--- src/rtl/nn_pkg.sv ---
// Shared types and arithmetic helpers for the neuron MAC datapath.
// Helpers work on 64-bit signed values so one definition serves every parameter set (ACC_W <= 62).
package nn_pkg;

  typedef enum logic [1:0] {
    IDLE  = 2'd0,
    ACCUM = 2'd1,
    DRAIN = 2'd2,
    OUT   = 2'd3
  } state_t;

  typedef struct packed {
    logic [63:0] val;
    logic        clamped;
  } res_t;

  function automatic int clog2(input int n);
    int r;
    r = 0;
    while ((1 << r) < n) r++;
    return r;
  endfunction

  // a + b clamped to the signed range of an acc_w-bit register
  function automatic res_t sat_add(input logic signed [63:0] a,
                                   input logic signed [63:0] b,
                                   input int acc_w);
    logic signed [63:0] s, hi, lo;
    res_t r;
    hi = (64'sd1 <<< (acc_w - 1)) - 64'sd1;
    lo = -hi - 64'sd1;
    s  = a + b;
    r.val     = s;
    r.clamped = 1'b0;
    if (s > hi) begin
      r.val     = hi;
      r.clamped = 1'b1;
    end else if (s < lo) begin
      r.val     = lo;
      r.clamped = 1'b1;
    end
    return r;
  endfunction

  // round half up, arithmetic shift, then clamp (or zero negatives when relu)
  function automatic res_t round_shift_sat(input logic signed [63:0] a,
                                           input int shift,
                                           input int data_w,
                                           input logic relu);
    logic signed [63:0] s, hi, lo;
    res_t r;
    s = a;
    if (shift > 0) s = s + (64'sd1 <<< (shift - 1));
    s  = s >>> shift;
    hi = (64'sd1 <<< (data_w - 1)) - 64'sd1;
    lo = -hi - 64'sd1;
    r.val     = s;
    r.clamped = 1'b0;
    if (relu && (s < 0)) begin
      r.val = '0;
    end else if (s > hi) begin
      r.val     = hi;
      r.clamped = 1'b1;
    end else if (s < lo) begin
      r.val     = lo;
      r.clamped = 1'b1;
    end
    return r;
  endfunction

endpackage

--- src/rtl/neuron_mac_unit_if.sv ---
// Input beat stream and output result handshake of the neuron MAC unit.
// master drives beats and accepts results; slave is the MAC unit.
interface neuron_mac_unit_if #(
  parameter int DATA_W = 8,
  parameter int LANES  = 1
) ();
  logic                      in_valid;
  logic                      in_ready;
  logic [LANES*DATA_W-1:0]   in_weight;
  logic [LANES*DATA_W-1:0]   in_value;
  logic                      in_last;
  logic                      out_valid;
  logic                      out_ready;
  logic signed [DATA_W-1:0]  out_data;
  logic                      out_sat;
  logic                      acc_ovf;

  modport master (
    output in_valid, in_weight, in_value, in_last, out_ready,
    input  in_ready, out_valid, out_data, out_sat, acc_ovf
  );

  modport slave (
    input  in_valid, in_weight, in_value, in_last, out_ready,
    output in_ready, out_valid, out_data, out_sat, acc_ovf
  );
endinterface

--- src/rtl/neuron_mac_lane_sum.sv ---
// Stage 1: LANES signed products summed and registered with a valid bit.
// Latency 1 cycle; no backpressure, load is the accepted-beat strobe.
module neuron_mac_lane_sum #(
  parameter int DATA_W = 8,
  parameter int LANES  = 1,
  parameter int SUM_W  = 16
) (
  input  logic                     clk,
  input  logic                     reset,
  input  logic                     load,
  input  logic [LANES*DATA_W-1:0]  weight,
  input  logic [LANES*DATA_W-1:0]  value,
  output logic signed [SUM_W-1:0]  sum_dat,
  output logic                     sum_vld
);
  localparam int PW = 2 * DATA_W;

  logic signed [PW-1:0]    prod [LANES];
  logic signed [SUM_W-1:0] sum_c;

  always_comb begin
    for (int i = 0; i < LANES; i++) begin
      prod[i] = PW'($signed(weight[i*DATA_W +: DATA_W])) *
                PW'($signed(value[i*DATA_W +: DATA_W]));
    end
  end

  always_comb begin
    sum_c = '0;
    for (int i = 0; i < LANES; i++) begin
      sum_c = sum_c + SUM_W'(prod[i]);
    end
  end

  always_ff @(posedge clk or negedge reset) begin
    if (!reset) begin
      sum_dat <= '0;
      sum_vld <= 1'b0;
    end else begin
      sum_vld <= load;
      if (load) sum_dat <= sum_c;
    end
  end
endmodule

--- src/rtl/neuron_mac_unit.sv ---
// Streaming MAC for one neuron: last beat accepted at edge t gives out_valid after t+2; NEURON_MAC_RELU_EN zeroes negative results.
// in_ready drops from last beat until the result handshakes; result held stable while out_ready is low.
module neuron_mac_unit
  import nn_pkg::*;
#(
  parameter int DATA_W = 8,
  parameter int LANES  = 1,
  parameter int ACC_W  = 24,
  parameter int SHIFT  = 4
) (
  input  logic                clk,
  input  logic                reset,
  neuron_mac_unit_if.slave    bus
);
  localparam int SUM_W = 2 * DATA_W + clog2(LANES);
`ifdef NEURON_MAC_RELU_EN
  localparam logic RELU = 1'b1;
`else
  localparam logic RELU = 1'b0;
`endif

  state_t                  state, state_nxt;
  logic                    accept, hs;
  logic signed [SUM_W-1:0] sum_dat;
  logic                    sum_vld;
  logic signed [ACC_W-1:0] acc;
  logic                    ovf;
  res_t                    acc_add, res;
  logic                    unused_hi;

  assign accept       = bus.in_valid && bus.in_ready;
  assign hs           = (state == OUT) && bus.out_valid && bus.out_ready;
  assign bus.in_ready = (state == ACCUM);

  neuron_mac_lane_sum #(
    .DATA_W (DATA_W),
    .LANES  (LANES),
    .SUM_W  (SUM_W)
  ) u_lane_sum (
    .clk     (clk),
    .reset   (reset),
    .load    (accept),
    .weight  (bus.in_weight),
    .value   (bus.in_value),
    .sum_dat (sum_dat),
    .sum_vld (sum_vld)
  );

  always_comb begin
    acc_add = sat_add(64'(acc), 64'(sum_dat), ACC_W);
    res     = round_shift_sat(64'(acc), SHIFT, DATA_W, RELU);
  end

  // upper bits are pure sign extension after clamping
  assign unused_hi = ^{acc_add.val[63:ACC_W], res.val[63:DATA_W]};

  always_ff @(posedge clk or negedge reset) begin
    if (!reset) state <= IDLE;
    else        state <= state_nxt;
  end

  always_comb begin
    state_nxt = state;
    case (state)
      IDLE:    state_nxt = ACCUM;
      ACCUM:   if (accept && bus.in_last) state_nxt = DRAIN;
      DRAIN:   state_nxt = OUT;
      OUT:     if (hs) state_nxt = ACCUM;
      default: state_nxt = IDLE;
    endcase
  end

  // OUT spends its first cycle latching the result from the fully folded accumulator
  always_ff @(posedge clk or negedge reset) begin
    if (!reset) begin
      acc           <= '0;
      ovf           <= 1'b0;
      bus.out_valid <= 1'b0;
      bus.out_data  <= '0;
      bus.out_sat   <= 1'b0;
      bus.acc_ovf   <= 1'b0;
    end else if (hs) begin
      acc           <= '0;
      ovf           <= 1'b0;
      bus.out_valid <= 1'b0;
    end else begin
      if (sum_vld) begin
        acc <= acc_add.val[ACC_W-1:0];
        if (acc_add.clamped) ovf <= 1'b1;
      end
      if ((state == OUT) && !bus.out_valid) begin
        bus.out_valid <= 1'b1;
        bus.out_data  <= res.val[DATA_W-1:0];
        bus.out_sat   <= res.clamped;
        bus.acc_ovf   <= ovf;
      end
    end
  end
endmodule

--- src/flat_wrapper.sv ---
// flat-port wrapper written by rule: the top's interface ports become plain ports
module neuron_mac_unit_flat import nn_pkg::*;
#(
  parameter int DATA_W = 8,
  parameter int LANES  = 1,
  parameter int ACC_W  = 24,
  parameter int SHIFT  = 4
)
  (clk, reset, bus_in_valid, bus_in_weight, bus_in_value, bus_in_last, bus_out_ready, bus_in_ready, bus_out_valid, bus_out_data, bus_out_sat, bus_acc_ovf);
  neuron_mac_unit_if #(.DATA_W(DATA_W), .LANES(LANES)) bus_i ();
  input  logic clk;
  input  logic reset;
  input wire logic [$bits(bus_i.in_valid)-1:0] bus_in_valid;
  input wire logic [$bits(bus_i.in_weight)-1:0] bus_in_weight;
  input wire logic [$bits(bus_i.in_value)-1:0] bus_in_value;
  input wire logic [$bits(bus_i.in_last)-1:0] bus_in_last;
  input wire logic [$bits(bus_i.out_ready)-1:0] bus_out_ready;
  output wire logic [$bits(bus_i.in_ready)-1:0] bus_in_ready;
  output wire logic [$bits(bus_i.out_valid)-1:0] bus_out_valid;
  output wire logic [$bits(bus_i.out_data)-1:0] bus_out_data;
  output wire logic [$bits(bus_i.out_sat)-1:0] bus_out_sat;
  output wire logic [$bits(bus_i.acc_ovf)-1:0] bus_acc_ovf;
  assign bus_i.in_valid = bus_in_valid;
  assign bus_i.in_weight = bus_in_weight;
  assign bus_i.in_value = bus_in_value;
  assign bus_i.in_last = bus_in_last;
  assign bus_i.out_ready = bus_out_ready;
  assign bus_in_ready = bus_i.in_ready;
  assign bus_out_valid = bus_i.out_valid;
  assign bus_out_data = bus_i.out_data;
  assign bus_out_sat = bus_i.out_sat;
  assign bus_acc_ovf = bus_i.acc_ovf;
  neuron_mac_unit #(.DATA_W(DATA_W), .LANES(LANES), .ACC_W(ACC_W), .SHIFT(SHIFT)) u_core (.clk(clk), .reset(reset), .bus(bus_i));
endmodule
--- config.mk ---
export PLATFORM = sky130hd
export DESIGN_NAME = neuron_mac_unit_flat
export DESIGN_NICKNAME = d
export VERILOG_FILES = /design/src/rtl/nn_pkg.sv /design/src/rtl/neuron_mac_unit_if.sv /design/src/rtl/neuron_mac_lane_sum.sv /design/src/rtl/neuron_mac_unit.sv /design/src/flat_wrapper.sv
export SDC_FILE = /design/constraint.sdc
export NUM_CORES = 1
export LEC_CHECK = 0
export ABC_AREA = 0
export CORE_MARGIN = 4
export CORE_UTILIZATION = 50
export CTS_BUF_LIST = sky130_fd_sc_hd__clkbuf_2 sky130_fd_sc_hd__clkbuf_4 sky130_fd_sc_hd__clkbuf_8
export DETAILED_ROUTE_END_ITERATION = 16
export GPL_TIMING_DRIVEN = 0
export PLACE_DENSITY = 0.68
export SYNTH_ARGS = -nofsm -noshare
export SYNTH_HDL_FRONTEND = slang
export SYNTH_SLANG_ARGS = --single-unit
--- constraint.sdc ---
create_clock -name clk -period 4 [get_ports clk]
set_clock_uncertainty 0.15 [all_clocks]
set_input_delay 1.2 -clock clk [delete_from_list [all_inputs] [get_ports clk]]
set_output_delay 1.2 -clock clk [all_outputs]
set_load 0.02 [all_outputs]
==> impl_metrics.toml <==
[sta]
rsz0062_at_grt = "yes"
post-route-period-util_pct = 122.5
setup_ws_ns = -0.9010
whs_ns = 0.3362
maxSlewViolCount = 0
period_needed_ns = 4.901
slew_headroom_pct = 57.56
hold_viol_final = 0
fin_tns_setup_ns = -5.838
worst_pin_slew_ns = 0.6342
fmax_ghz = 0.2040
finalSetupViolCount = 9

[placed_design]
dp_hpwl_mm = 12.83
placed_cells = 941
io_buffers = 32
pre_cts_ws_ns = -1.977
globalplace.congestion = 0.8998

[final_layout]
fin_cells = 962
final-seq-area_um2 = 1376
multi_input_area_um2 = 4972
fin_util_pct = 59.41
fillers = 1172
layout-drive-gt1-share_pct = 15.82
nets = 923
antenna_cells = 0
area_growth_pct = 15.57

[detailed_routing]
post_drt_wl_per_cell_um = 16.39
drt-pass1-iter-count = 5
vias = 5378
drtIter0Drc = 296
vias_per_cell = 5.590
drcViolationCount = 0
wl_mm = 15.77
final_antenna_net_count = 0

[die]
rows = 41
dieHeight_um = 122.4
initial_core_util_pct = 51.41
io_pins = 33
die_w_um = 122.4
die-area_um2 = 14970
core_um2 = 12720

[worst_setup_path]
rr_worst_depth = 11
worstPathArrival_ns = 4.94
crit_end = "u_core.u_lane_sum.sum_dat[14]$_DFFE_PN0P_"
worstSetupStartpointType = "input pin"
endpoint_kind = "flip-flop"
reg2reg_slack_ns = 0.58
cp-startpoint = "bus_in_weight[4]"
cp_data_required_time_ns = 4.04
critPathMaxFanout = 8
worstSetupPathType = "in2reg"
r2r_start = "u_core.u_lane_sum.sum_dat[15]$_DFFE_PN0P_"
timing.rr.end = "u_core.acc[16]$_DFFE_PN0P_"

[grt]
grt_first_pass_wirelength_mm = 26.19
antenna_found_initial = 0
grt_pass1_vias = 5599
grt-ovfl-total = 0
grt_max_degree = 42
grtUsageTotal_pct = 21.62

[pwr]
p_leak_nw = 3.512
power_density_nw_per_um2 = 714.9
ir_worst_vdd_mv = 0.3008

[logic_synthesis]
synth_area_leader_cell = "dfrtp_1"
synth_edf_count = 0
synth_seq_cells = 55
synthCells = 736
synthesis.area_um2 = 6540
async_reset_ff_share_pct = 100.0
synth.distinct_cells = 66
ys_top_cells_by_area = "dfrtp_1 (21%), fa_1 (17%), ha_1 (11%), inv_1 (5.7%), and2_1 (4.4%)"
netlist.area_leader.share_pct = 21.04
ys_warn_count = 0
ys_seq_area_share_pct = 21.04
synth_ff_type = "dfrtp_1"
synthesis.nets = 870
synthTopCellsByCount = "inv_1 (100), nand2_1 (73), ha_1 (57)"
synth_most_common_cell = "inv_1"
avgSynthCellArea_um2 = 8.886

[clock_network]
clock_latency_ns = 0.31
cts_tree = "built"
cts_root_buf = "clkbuf_8"
cts_inserted_buffers = 5
cts_num_sinks = 55
clkSlewWorstSetupHoldPaths_ns = 0.10
htreeDepth = 2
clk_path_buf_depth = 2

[status]
violations = "setup timing"
status = "finished, violations left"

[min_path]
min_from = "u_core.ovf$_DFFE_PN0P_"
min-delay-path-class = "reg2reg"

[job]
cap_violations = 0
[flip-flops by register name, indices dropped and copies added (netlist names)]
register and cells:
u_core.u_lane_sum.sum_vld 1, u_core.bus.out_data 8, u_core.bus.acc_ovf 1, u_core.bus.out_valid 1, u_core.u_lane_sum.sum_dat 16, u_core.bus.out_sat 1
u_core.state 2, u_core.acc 24, u_core.ovf 1
[critical path: stages]
cell	delay (ns)
buf_4	0.15
and2_4	0.14
fa_1	0.51
inv_2	0.04
fa_1	0.52
inv_1	0.06
fa_1	0.49
inv_2	0.04
fa_1	0.49
inv_2	0.05
ha_4	0.27
o21ai_2	0.06
a21oi_2	0.16
o21ai_2	0.10
a21boi_2	0.22
buf_4	0.17
o41ai_4	0.06
nand4b_1	0.10
o211ai_1	0.10
[report_power, final]
| group | switching, mW | total, mW | leakage, nW | internal (mW) |
|---|---|---|---|---|
| sequential | 0.277 | 1.07 | 0.690 | 0.788 |
| combinational | 2.17 | 4.01 | 2.77 | 1.85 |
| clock | 0.186 | 0.323 | 0.0491 | 0.137 |
[cells by family after synthesis]
logic type / count (synthesis) / synth area share, %
multiplexers: 11 / 1.760
adder cells (fa/ha/maj): 113 / 28.05
AND/OR/NAND/NOR: 232 / 18.40
AO/OA/AOI/OAI: 167 / 18.37
flip-flops: 55 / 21.04
XOR/XNOR: 39 / 5.223
buffers and inverters: 119 / 7.155
[routing by layer]
| layer | up-vias | routed length (µm) | global-route usage [%] |
|---|---|---|---|
| met5 | - | 0 | 0 |
| met4 | 0 | 344 | 7.768 |
| met3 | 20 | 386 | 1.705 |
| met2 | 101 | 8428 | 40.47 |
| met1 | 2621 | 6606 | 25.87 |
| li1 | 2636 | - | - |
[through the flow]
step | area (µm²) | power, mW
after floorplan | 6645 | 3.813
after global placement | 7181 | 4.580
after detailed placement | 7196 | 4.711
after CTS | 7367 | 5.235
after global routing | 7559 | 5.928
final | 7559 | 5.403
[cells in the final DEF (no fill, tap or decap), types with 4 or more instances in the layout]
cell type and n:
o21ai_2 5, clkdlybuf4s50_1 15, and3_1 6, clkbuf_1 11, o21bai_1 4, buf_2 6
a21oi_1 28, nor2_1 31, a211o_1 4, clkbuf_8 5, xor2_1 13, nand2_1 71
a21o_1 16, nand4_1 10, inv_1 85, buf_4 18, mux2i_1 7, ha_4 6
dfrtp_1 55, and2_1 35, nor3_1 8, buf_6 9, o21ai_0 16, inv_2 14
ha_1 48, nand3_1 15, fa_2 4, o21ai_1 13, o211ai_1 4, a221o_1 20
clkbuf_4 4, xnor2_1 24, a211oi_1 6, nand2b_1 8, o21a_1 12, fa_1 52
mux2_2 4, and2_4 11, nor2b_1 5, a31oi_1 5
[timing repair]
action                                  4_1_cts  5_1_grt
hold buffers                                  0        0
gates resized for setup                     103       46
pin swaps                                    26       39
buffers inserted                              6        7
endpoints found under the setup margin       12       11
[how the worst min path moves through the flow]
stage	slack [ns]	end	depth (start not counted)
after global placement	0.31	u_core.bus.acc_ovf$_DFFE_PN0P_	2
after detailed placement	0.32	u_core.bus.acc_ovf$_DFFE_PN0P_	2
final	0.34	u_core.bus.acc_ovf$_DFFE_PN0P_	2
after floorplan	0.29	u_core.bus.acc_ovf$_DFFE_PN0P_	2
after global routing	0.37	u_core.bus.acc_ovf$_DFFE_PN0P_	2
after CTS	0.34	u_core.bus.acc_ovf$_DFFE_PN0P_	2
[final cells by class]
type                       instances  area share, %
buffer                            19          1.225
clock buffer                       7          1.109
clock inverter                     1        0.06621
inverter                         100          5.016
multi-input combinational        562          65.78
sequential                        55          18.21
tap                              172          2.847
timing repair buffer              46          5.744
Power figures use the tool's default switching activity.
==> variant 1 (same flow settings) <==
`DATA_W` is set to 8 in 4 places; all go to 6.
--- a/src/rtl/neuron_mac_unit_if.sv
+++ b/src/rtl/neuron_mac_unit_if.sv
@@ -1,7 +1,7 @@
 // Input beat stream and output result handshake of the neuron MAC unit.
 // master drives beats and accepts results; slave is the MAC unit.
 interface neuron_mac_unit_if #(
-  parameter int DATA_W = 8,
+  parameter int DATA_W = 6,
   parameter int LANES  = 1
 ) ();
   logic                      in_valid;
--- a/src/rtl/neuron_mac_lane_sum.sv
+++ b/src/rtl/neuron_mac_lane_sum.sv
@@ -1,7 +1,7 @@
 // Stage 1: LANES signed products summed and registered with a valid bit.
 // Latency 1 cycle; no backpressure, load is the accepted-beat strobe.
 module neuron_mac_lane_sum #(
-  parameter int DATA_W = 8,
+  parameter int DATA_W = 6,
   parameter int LANES  = 1,
   parameter int SUM_W  = 16
 ) (
--- a/src/rtl/neuron_mac_unit.sv
+++ b/src/rtl/neuron_mac_unit.sv
@@ -3,7 +3,7 @@
 module neuron_mac_unit
   import nn_pkg::*;
 #(
-  parameter int DATA_W = 8,
+  parameter int DATA_W = 6,
   parameter int LANES  = 1,
   parameter int ACC_W  = 24,
   parameter int SHIFT  = 4
--- a/src/flat_wrapper.sv
+++ b/src/flat_wrapper.sv
@@ -1,7 +1,7 @@
 // flat-port wrapper written by rule: the top's interface ports become plain ports
 module neuron_mac_unit_flat import nn_pkg::*;
 #(
-  parameter int DATA_W = 8,
+  parameter int DATA_W = 6,
   parameter int LANES  = 1,
   parameter int ACC_W  = 24,
   parameter int SHIFT  = 4
Ports: changed (resized bus_in_value, bus_in_weight and bus_out_data); port bits go from 33 to 27. The function was not compared with the original's and may differ.
==> variant 1 against the unedited design <==
  * The flow still finishes with violations (negative setup slack)
  * Setup slack better by 0.16 ns
  * Maximum frequency up 3.4%
  * Wire length fell by 15%
  * Sequential share of layout area increased by 2.0 points
  * Final area down 20%
  * Synthesized area decreased by 17%
  * Power fell by 25%
  * Sequential cell count shrank 6
  * Critical endpoint is now u_core.u_lane_sum.sum_dat[10]
==> variant 1: results <==
group,metric,value,unit
run_status,status,"finished with violations",
run_status,violations,"negative setup slack",
power,p_leak,2.77,nW
timing,tightest_slew,1.29,ns
layout,stdcell_count,810,
synth,ys_types,61,
critical_path,cp-startpoint,"bus_in_weight[0]",
place,io_buffers,26,
place,gp_congestion,0.944,
power,comb_power_share,68.8,%
synth,ys_top_cells_by_count,"74 x nand2_1, 52 x a21oi_1, 49 x dfrtp_1, 49 x ha_1, 47 x inv_1",
layout,final_nets,766,
critical_path,reg2reg_from,"u_core.u_lane_sum.sum_dat[11]",
synth,synth.avg_cell_area,8.55,um2
timing,setup_tns,-3.78,ns
clock_tree,cts.sinks,49,
place,dp.cells,794,
synth,synth_top_family_by_area,"compound AO/OA/AOI/OAI gates",
critical_path,r2r_cells,9,
power,pwr-share-seq,22.9,%
critical_path,r2r-end,"u_core.acc[8]",
place,dp_hpwl,10600,um
critical_path,cp-endpoint,"u_core.u_lane_sum.sum_dat[10]",
clock_tree,post_cts_resized,67,
grt,grt_pass1_wl,22800,um
routing,via_count,4836,
synth,synthAdderAreaFrac,21.4,%
timing,setup_viol,7,
power,power_switching,2.02,mW
synth,seq_area_frac_synth,22.7,%
synth,synth_area_leaders,"dfrtp_1 23%, ha_1 11%, fa_1 10%, nand2_1 5.1%, a21oi_1 4.8%",
layout,final_layout_size_suffix_gt1_share,11.7,%
timing,fin_ws,-0.738,ns
synth,synthMuxAreaShare,1.62,%
timing,hold_ws,0.336,ns
layout,fillers,941,
power,power.density,671,nW/um2
grt,grt_usage,21.7,%
grt,first_global_vias,4886,
routing,finalWirelength,13300,um
critical_path,rrSetupSlack,0.49,ns
[variant 1: cell type report]
class                      instances  area, um2  share of cell area, %
multi-input combinational        507       3930                   64.8
sequential                        49       1230                   20.2
timing repair buffer              35        325                   5.37
inverter                          47        176                   2.91
tap                              136        170                   2.81
buffer                            28        138                   2.27
clock buffer                       6       82.6                   1.36
clock inverter                     2       17.5                  0.289
[variant 1: critical path, cell delays in order]
cell and delay (ns):
buf_8 0.09, nand2b_4 0.13, fa_1 0.46, fa_1 0.51, fa_1 0.53, inv_2 0.04, fa_1 0.50, buf_4 0.16
fa_2 0.35, a21oi_2 0.16, o21bai_1 0.10, a21o_1 0.18, a21oi_2 0.14, xor2_1 0.14, o21ai_1 0.07
[variant 1: layer usage]
layer	up-vias	GRT usage [%]	share of wire [%]	wire (um)
met2	120	39.8	51	6820
met3	24	1.85	3.2	427
met4	0	6.97	2.4	314
li1	2342	-	-	-
met5	-	0	0	0
met1	2350	26.6	43	5760
==> variant 2 (same flow settings) <==
Made on the original files. Encoding of `state_t`: now one-hot (4 bits for 4 states).
--- a/src/rtl/nn_pkg.sv
+++ b/src/rtl/nn_pkg.sv
@@ -2,11 +2,11 @@
 // Helpers work on 64-bit signed values so one definition serves every parameter set (ACC_W <= 62).
 package nn_pkg;
 
-  typedef enum logic [1:0] {
-    IDLE  = 2'd0,
-    ACCUM = 2'd1,
-    DRAIN = 2'd2,
-    OUT   = 2'd3
+  typedef enum logic [3:0] {
+    IDLE  = 4'b0001,
+    ACCUM = 4'b0010,
+    DRAIN = 4'b0100,
+    OUT   = 4'b1000
   } state_t;
 
   typedef struct packed {
Formal check against the unedited RTL: same outputs for any inputs over 4 cycles, from zero or initial values and one cycle with reset low; so few cycles prove little.
==> variant 2 against the unedited design <==
  * The flow still finishes with violations (negative setup slack)
  * Setup slack worse by 0.027 ns
  * Synthesized cell count is 3.0% lower
  * Synthesized area decreased by 0.96%
  * Count of clock-buffer cells in the layout grew 2
  * Sequential cell count up 2
  * Wire length is 4.0% lower
  * Sequential share of layout area up 0.40 points
  * Worst hold slack better by 0.0032 ns
  * Sequential power is 4% higher
  * Final area increased by 1.5%
  * Critical path depth fell by 1
  * Power increased by 4.7%
  * Critical endpoint unchanged
==> variant 2: results <==
group,metric,value,unit
synth,synthAdderAreaFrac,27.7,%
run_status,status,"finished with violations",
timing,fin_ws,-0.928,ns
critical_path,cp.arrival,5.00,ns
synth,synth_nets,845,
run_status,violations,"negative setup slack",
place,gp_congestion,0.862,
grt,first_global_vias,5497,
power,irDropWorstVdd,0.000331,V
layout,fillers,1119,
grt,grtUsageMet3,2.79,%
layout,final_layout_size_suffix_gt1_share,16.2,%
power,pg_seq,1.11,mW
synth,synth_area_leaders,"dfrtp_1 22%, fa_1 17%, ha_1 10%, inv_1 5.6%, and2_1 4.0%",
grt,grt_max_degree,40,
power,intPower,3.03,mW
critical_path,rrSetupSlack,0.25,ns
place,dp_hpwl,12200,um
grt,grt_usage,21.5,%
routing,wl_met3,500,um
timing,setup_viol,10,
place,dp.cells,919,
synth,ys_top_cells_by_count,"96 x inv_1, 60 x nand2_1, 56 x dfrtp_1, 56 x fa_1, 54 x ha_1",
synth,synth.avg_cell_area,9.07,um2
place,preCtsSetupSlack,-2.01,ns
synth,synth_compound_area_share,19.1,%
clock_tree,clkTransAtPathRegs,0.07,ns
power,p_leak,3.64,nW
routing,met1Wirelength,6310,um
grt,grtUsageMet1,25.6,%
-- variant 2: changes by cell type after synthesis, sizes merged, moves of 5 or more --
cell / delta
o22a: +8
nor2: -8
nand2: -13
and2: -6
mux2i: -5
a21o: +6
o21a: -6
-- variant 2: logic make-up (layout without fill, tap and decap cells) --
group | count (synthesis) | after routing
AOI/OAI and AO/OA | 168 | 168
xor gates and xnor gates | 46 | 46
adders and majority gates | 110 | 110
buffers and inverters | 115 | 184
DFF | 57 | 57
muxes | 3 | 3
and+or+nand+nor | 215 | 215
-- variant 2: area by class of cell --
type	instances	area (um2)	area share [%]
well taps	172	215	2.81
plain buffers	18	90.1	1.17
inverters	97	370	4.83
clock buffers	9	124	1.61
multi-input cells	542	4860	63.3
clock inverters	7	78.8	1.03
flip-flops and latches	57	1430	18.6
repair buffers	53	507	6.61
-- variant 2: repair_timing --
item                                    4_1_cts  5_1_grt
buffers inserted                             20        7
resized for setup                           130       14
pin swaps                                    40       11
cloned                                        0        0
endpoints found under the setup margin       11       11
